==> src/rtl/mtl_frame_fetch.sv <==
// mtl_frame_fetch: burst prefetch of one display frame from SDRAM into a pixel FIFO for the MTL controller
module mtl_frame_fetch #(
  parameter int FIFO_DEPTH  = 64,
  parameter int BURST_LEN   = 16,
  parameter int FRAME_WORDS = 384000,
  parameter int PRIME_LEVEL = 32,
  parameter int ADDR_W      = 25
) (
  input  logic              clk,
  input  logic              reset,
  input  logic              newframe,
  input  logic [ADDR_W-1:0] frame_base,
  input  logic              read_sdram_en,
  output logic [31:0]       read_data,
  output logic              loading,
  output logic              underflow,
  output logic              mem_req,
  output logic [ADDR_W-1:0] mem_addr,
  input  logic              mem_ack,
  input  logic              mem_rvalid,
  input  logic [31:0]       mem_rdata
);
  localparam int AW = $clog2(FIFO_DEPTH);
  localparam int CW = AW + 1;
  localparam int BW = $clog2(BURST_LEN);
  localparam int WW = $clog2(FRAME_WORDS + 1);
  typedef enum logic [2:0] {IDLE, REQ, DATA, FLUSH, DONE} state_t;
  state_t state, nxt;
  logic [ADDR_W-1:0] base;
  logic [WW-1:0] words;
  logic [BW-1:0] beat;
  logic [31:0] mem [FIFO_DEPTH];
  logic [AW-1:0] wr_ptr, rd_ptr;
  logic [CW-1:0] count;
  logic in_burst, last_beat, accepted, outstanding, wr, pop, space;
  always_comb begin
    in_burst    = state == DATA || state == FLUSH;
    last_beat   = in_burst && mem_rvalid && beat == BW'(BURST_LEN - 1);
    accepted    = state == REQ && mem_req && mem_ack;
    outstanding = (in_burst && !last_beat) || accepted;
    wr          = state == DATA && mem_rvalid && !newframe;
    pop         = read_sdram_en && count != '0 && !newframe;
    space       = count <= CW'(FIFO_DEPTH - BURST_LEN);
    nxt = newframe ? (outstanding ? FLUSH : REQ)
        : accepted ? DATA
        : last_beat ? ((state == FLUSH || words < WW'(FRAME_WORDS)) ? REQ : DONE)
        : state;
  end
  always_ff @(posedge clk)
    if (reset) state <= IDLE;
    else state <= nxt;
  always_ff @(posedge clk)
    if (wr) mem[wr_ptr] <= mem_rdata;
  always_ff @(posedge clk) begin
    if (reset) begin
      base      <= '0;
      words     <= '0;
      beat      <= '0;
      wr_ptr    <= '0;
      rd_ptr    <= '0;
      count     <= '0;
      read_data <= '0;
      loading   <= 1'b1;
      underflow <= 1'b0;
      mem_req   <= 1'b0;
      mem_addr  <= '0;
    end else begin
      if (in_burst && mem_rvalid) beat <= beat + 1'b1;
      if (newframe) begin
        base      <= frame_base;
        words     <= '0;
        wr_ptr    <= '0;
        rd_ptr    <= '0;
        count     <= '0;
        underflow <= read_sdram_en;
        loading   <= 1'b1;
        mem_req   <= !outstanding;
        mem_addr  <= frame_base;
      end else begin
        if (wr) wr_ptr <= wr_ptr + 1'b1;
        if (pop) begin
          rd_ptr    <= rd_ptr + 1'b1;
          read_data <= mem[rd_ptr];
        end
        count <= count + CW'(wr) - CW'(pop);
        if (read_sdram_en && count == '0) underflow <= 1'b1;
        if (count >= CW'(PRIME_LEVEL)) loading <= 1'b0;
        if (state == REQ) begin
          if (mem_req) begin
            if (mem_ack) begin
              mem_req <= 1'b0;
              words   <= words + WW'(BURST_LEN);
            end
          end else begin
            mem_req  <= space;
            mem_addr <= base + ADDR_W'(words);
          end
        end
      end
    end
  end
endmodule

==> config.mk <==
export PLATFORM = sky130hd
export DESIGN_NAME = mtl_frame_fetch
export DESIGN_NICKNAME = d
export VERILOG_FILES = /design/src/rtl/mtl_frame_fetch.sv
export SDC_FILE = /design/constraint.sdc
export NUM_CORES = 2
export LEC_CHECK = 0
export ABC_AREA = 0
export ABC_CLOCK_PERIOD_IN_PS = 9300
export CORE_MARGIN = 4
export CORE_UTILIZATION = 30
export DETAILED_ROUTE_END_ITERATION = 7
export HOLD_SLACK_MARGIN = 0.15
export PLACE_DENSITY = 0.42
export SLEW_MARGIN = 30
export SYNTH_ARGS = -nofsm -noshare
export SYNTH_HDL_FRONTEND = slang
export SYNTH_SLANG_ARGS = --single-unit
==> constraint.sdc <==
create_clock -name clk -period 9.3 [get_ports clk]
set_input_delay 0.93 -clock clk [delete_from_list [all_inputs] [get_ports clk]]
set_output_delay 0.93 -clock clk [all_outputs]
set_load 0.01 [all_outputs]
; Word level (Yosys, flattened, before mapping)
; Memory sizes are Yosys's and may differ from the RTL's. A register that Yosys moved wholly into a read port is not among the register bits.
; Cells that the tools add are included.
; Widths: inputs -> output; s select.
[totals]
reg_bits = 98
memories = 1
mem_bits_rw = 2048
[mem_list]
columns = memory, words, word_bits, rd, rd_ports_with_merged_regs, wr, line_no
row1 = mem, 64, 32, 1, 1, 1, 32  ; logic [31:0] mem [FIFO_DEPTH];
[op_classes]
order_cmp = 3
addsub = 7
eq_ne = 5
muxes = 16
reduce_logical = 25
bitwise = 1
[ops]
columns = cell, count
row1 = $mux 25, 3
row2 = $add 25x19->25, 1
row3 = $add 19x5->19 const B, 1
row4 = $lt 19x19->1 const B, 1
row5 = $add 6x1->6 const B, 2
row6 = $mux 3, 4
row7 = $logic_and 1x1->1, 10
row8 = $mux 1, 8
row9 = $add 7x1->7, 1
row10 = $ge 7x6->1 const B, 1
row11 = $le 7x6->1 const B, 1
row12 = $logic_not 7->1, 1
row13 = $reduce_bool 7->1, 1
row14 = $sub 7x1->7, 1
row15 = $eq 3x2->1 const B, 2
row16 = $add 4x1->4 const B, 1
row17 = $eq 4x4->1 const B, 1
row18 = $reduce_and 2->1, 2
row19 = $reduce_bool 2->1, 2
row20 = $eq 3x1->1 const B, 1
row21 = $logic_not 1->1, 3
row22 = $logic_or 1x1->1, 3
row23 = $reduce_and 3->1, 1
row24 = $reduce_bool 3->1, 1
row25 = other kinds (4), 4

; Logic depth before layout (Yosys ltp)
[logic_depth]
ltp_word = 9
ltp_mapped = 16
depth_no_buf = 15

; Worst setup path before layout
; OpenSTA, ideal clock, no wires.
[synth_timing]
path_type = input -> register
startpoint = in mem_rvalid
endpoint = mem mem[62][0], enable pin
setup_slack_ps = 5676
required_ps = 8879
path_buffers = 0
path_stages = 6
arrival_ps = 3203
path_cell_list = nand2_1 nor3_1 inv_1 nor2_1 nand3_1 nor2_1
[synth_between]
elab_chain_cells = 4
[synth_rtl]
columns = element, line_no
row1 = start: declaration, 20  ; input logic mem_rvalid,
row2 = $logic_and 1x1->1 (2 in series), 41  ; wr = state == DATA && mem_rvalid && !newframe;
row3 = $mux 1, 53  ; if (wr) mem[wr_ptr] <= mem_rdata;
row4 = $mux 1 (implied by the code), 53
row5 = end: declaration, 32
; No other way between the ends.

; Worst setup path after layout
[layout_timing]
startpoint = reg state[1]
endpoint = mem mem[50][5], enable pin
[layout_between]
elab_chain_cells = 5
[layout_rtl]
columns = element, line_no
row1 = start: declaration, 28  ; state_t state, nxt;
row2 = start signal: assignment, 51  ; else state <= nxt;
row3 = $eq 3x2->1, 41
row4 = $logic_and 1x1->1 (2 in series), 41
row5 = $mux 1, 53
row6 = $mux 1 (implied by the code), 53
; No other way between the ends.

==> impl_metrics.tcl <==
set metrics [dict create \
    post-route-util_pct 35.2 \
    worstPathCellList "nor2b_1, nand2_1, nor3_1, inv_1, nor2_1, nand2_1, nor2_4, buf_4" \
    clk_transition_reported_paths_ps 60 \
    core-area_um2 279000 \
    dp_hpwl_mm 153 \
    dieArea_um2 289000 \
    h-tree-depth 4 \
    yosysWarnings 0 \
    critPathLaunchType "register" \
    hp-class "in2reg" \
    path_buf_inv 2 \
    slowest_stage "nor2_4" \
    cts_resized 0 \
    pin_count 123 \
    clock-root-buffer "clkbuf_16" \
    whs_ps 323 \
    cts_sinks 2174 \
    endpoint_kind "register" \
    detail_route.wl_per_cell_um 31.1 \
    max_stage_delay_ps 940 \
    p_leak_nw 29.3 \
    synth-main-ff-cell "edfxtp_1" \
    rsz0062_at_grt "false" \
    ant_nets 0 \
    clkLatencyLatePin_ps 880 \
    relSlewSlack_pct 31.3 \
    slew_violations 0 \
    cts_buffer_depth 4 \
    power_density_nw_per_um2 216 \
    finalHoldViolations 0 \
    initialDrtViolationCount 4123 \
    tightest_slew_ps 1030 \
    seq_area_frac_synth_pct 76.0 \
    outcome "complete, no violations" \
    area_growth_pct 16.8 \
    ir_drop_uv 164 \
    synth_largest_area_cell "edfxtp_1" \
    syn_area_per_cell_um2 20.4 \
    rrSetupSlack_ps 4850 \
    dp_cells 7900 \
    cap_violations 0 \
    grt_pass1_wl_mm 357 \
    crit_family "simple AND/OR/NAND/NOR gates" \
    drive_gt1_share_pct 23.2 \
    yosysMostFrequentCell "edfxtp_1" \
    die_y_um 538 \
    ys_top_cells_by_count "edfxtp_1, mux4_2, mux2i_1, nor2_1, dfxtp_1" \
    vias 42300 \
    crit_fanout 18 \
    dieWidth_um 538 \
    ys_ff_latch 2174 \
    post-cts-setup-buffer-count 0 \
    setup_viol 0 \
    synth_edf_count 2048 \
    fp-row-count 194 \
    synth_area_um2 84200 \
    crit_top_cell "nand2_1" \
    overflow 0 \
    period_share_pct 47.9 \
    first_pass_iters 5 \
    final_cells 8347 \
    cp.required_ps 9850 \
    grt_max_degree 84 \
    grt_pass1_vias 42900 \
    path_class "reg2reg" \
    cts_tree "built" \
    fin_skew_ps 58.0 \
    synth_cells 4128 \
    viasPerCell 5.07 \
    cts_buffers 238 \
    antenna_found_initial 19 \
    totalWireLength_mm 259 \
    io_buffers 122 \
    synth.distinct_cells 69 \
    cts_hold_buf 0 \
    async_reset_ff_share_pct 0 \
    ys_top_cells_by_area "edfxtp_1, mux4_2, mux2i_1, dfxtp_1, nor2_1" \
    nNetsFinal 4519 \
    start_util_pct 30.1 \
    final.setup.tns_ps 0 \
    globalplace.congestion 0.771 \
    clock.fmax_ghz 0.225 \
    yosysTopAreaCellShare_pct 73.0 \
    critical_path_arrival_ps 5000 \
    drc 0 \
    synthesis.nets 4226 \
    track_usage_pct 17.6 \
    min_period_ps 4450 \
]
-- metrics by stage --
step                      cell area (um^2)  total power (W)  setup slack [ps]
after CTS                            98200           0.0215              4730
after detailed placement             90600           0.0121              3970
final                                98300           0.0212              4850
after global routing                 98300           0.0220              4590
after floorplan                      84200           0.0116              5680
after global placement               90400           0.0121              3860
-- placed cells by master (no fill, tap or decap), types with 45 or more instances in the layout --
cell,count
edfxtp_1,2048
mux4_2,434
mux2i_1,300
clkbuf_16,239
buf_4,150
dfxtp_1,121
nor2_1,109
a21oi_1,107
nand2_1,100
clkdlybuf4s50_1,88
a22oi_1,69
nor2_4,66
clkinv_1,53
o22ai_1,48
clkbuf_1,47
o21ai_0,45
clkinv_2,45
-- metal layers --
layer | share of wire, % | vias to the layer above | wire (um) | global-route usage, %
li1 | - | 17800 | - | -
met1 | 45 | 22900 | 117000 | 25.1
met2 | 46 | 1275 | 118000 | 27.3
met3 | 6.9 | 355 | 17800 | 4.14
met4 | 2.4 | 8 | 6270 | 4.46
met5 | 0.020 | - | 51 | 0
-- registers in the layout, indices dropped and copies added (netlist names) --
register	count
mem	2048
read_data	32
base	25
mem_addr	25
words	15
count	7
rd_ptr	6
wr_ptr	6
beat	4
state	3
loading	1
mem_req	1
underflow	1
-- final timing paths --
| check | endpoint | from | cells after the start |
|---|---|---|---|
| worst max register to register | mem[50][5]$_DFFE_PP_ | state[1]$_SDFFE_PP0P_ | 8 |
| worst min-delay path | mem[45][24]$_DFFE_PP_ | mem_rdata[24] | 1 |
| worst max-delay path | mem[50][5]$_DFFE_PP_ | state[1]$_SDFFE_PP0P_ | 8 |
| worst min register to register | loading$_SDFFE_PP1P_ | loading$_SDFFE_PP1P_ | 2 |
-- cells by family after synthesis --
| logic type | after synthesis | share of synthesized area [%] |
|---|---|---|
| flops | 2174 | 76.0 |
| mux | 741 | 15.3 |
| compound gates | 470 | 3.87 |
| simple gates | 418 | 2.22 |
| buf+inv | 252 | 1.70 |
| xor+xnor | 38 | 0.395 |
| fa+ha+maj | 35 | 0.538 |
-- power breakdown --
group	leakage, nW	internal, W	switching [W]	total (W)
clock network	3.73	0.00542	0.00388	0.00930
registers	19.4	0.0107	0.0000820	0.0108
logic	6.17	0.000420	0.000670	0.00109
total	29.3	0.0166	0.00463	0.0212
-- cell type report --
class / count / area [um^2]
flip-flops and latches: 2174 / 64000
repair buffers: 285 / 2620
well taps: 3724 / 4660
multi-input cells: 1702 / 19300
diodes: 8 / 20.0
inverters: 20 / 75.1
clock buffers: 299 / 6330
clock inverters: 135 / 1260
fillers: 25900 / 181000
-- worst register-to-register path: stages, from the launching register on --
cell and delay [ps]:
dfxtp_1 360, nor2b_1 270, nand2_1 190, nor3_1 540, inv_1 140, nor2_1 470, nand2_1 760, nor2_4 940
buf_4 450
No activity file was read; power rests on OpenSTA's default activity.
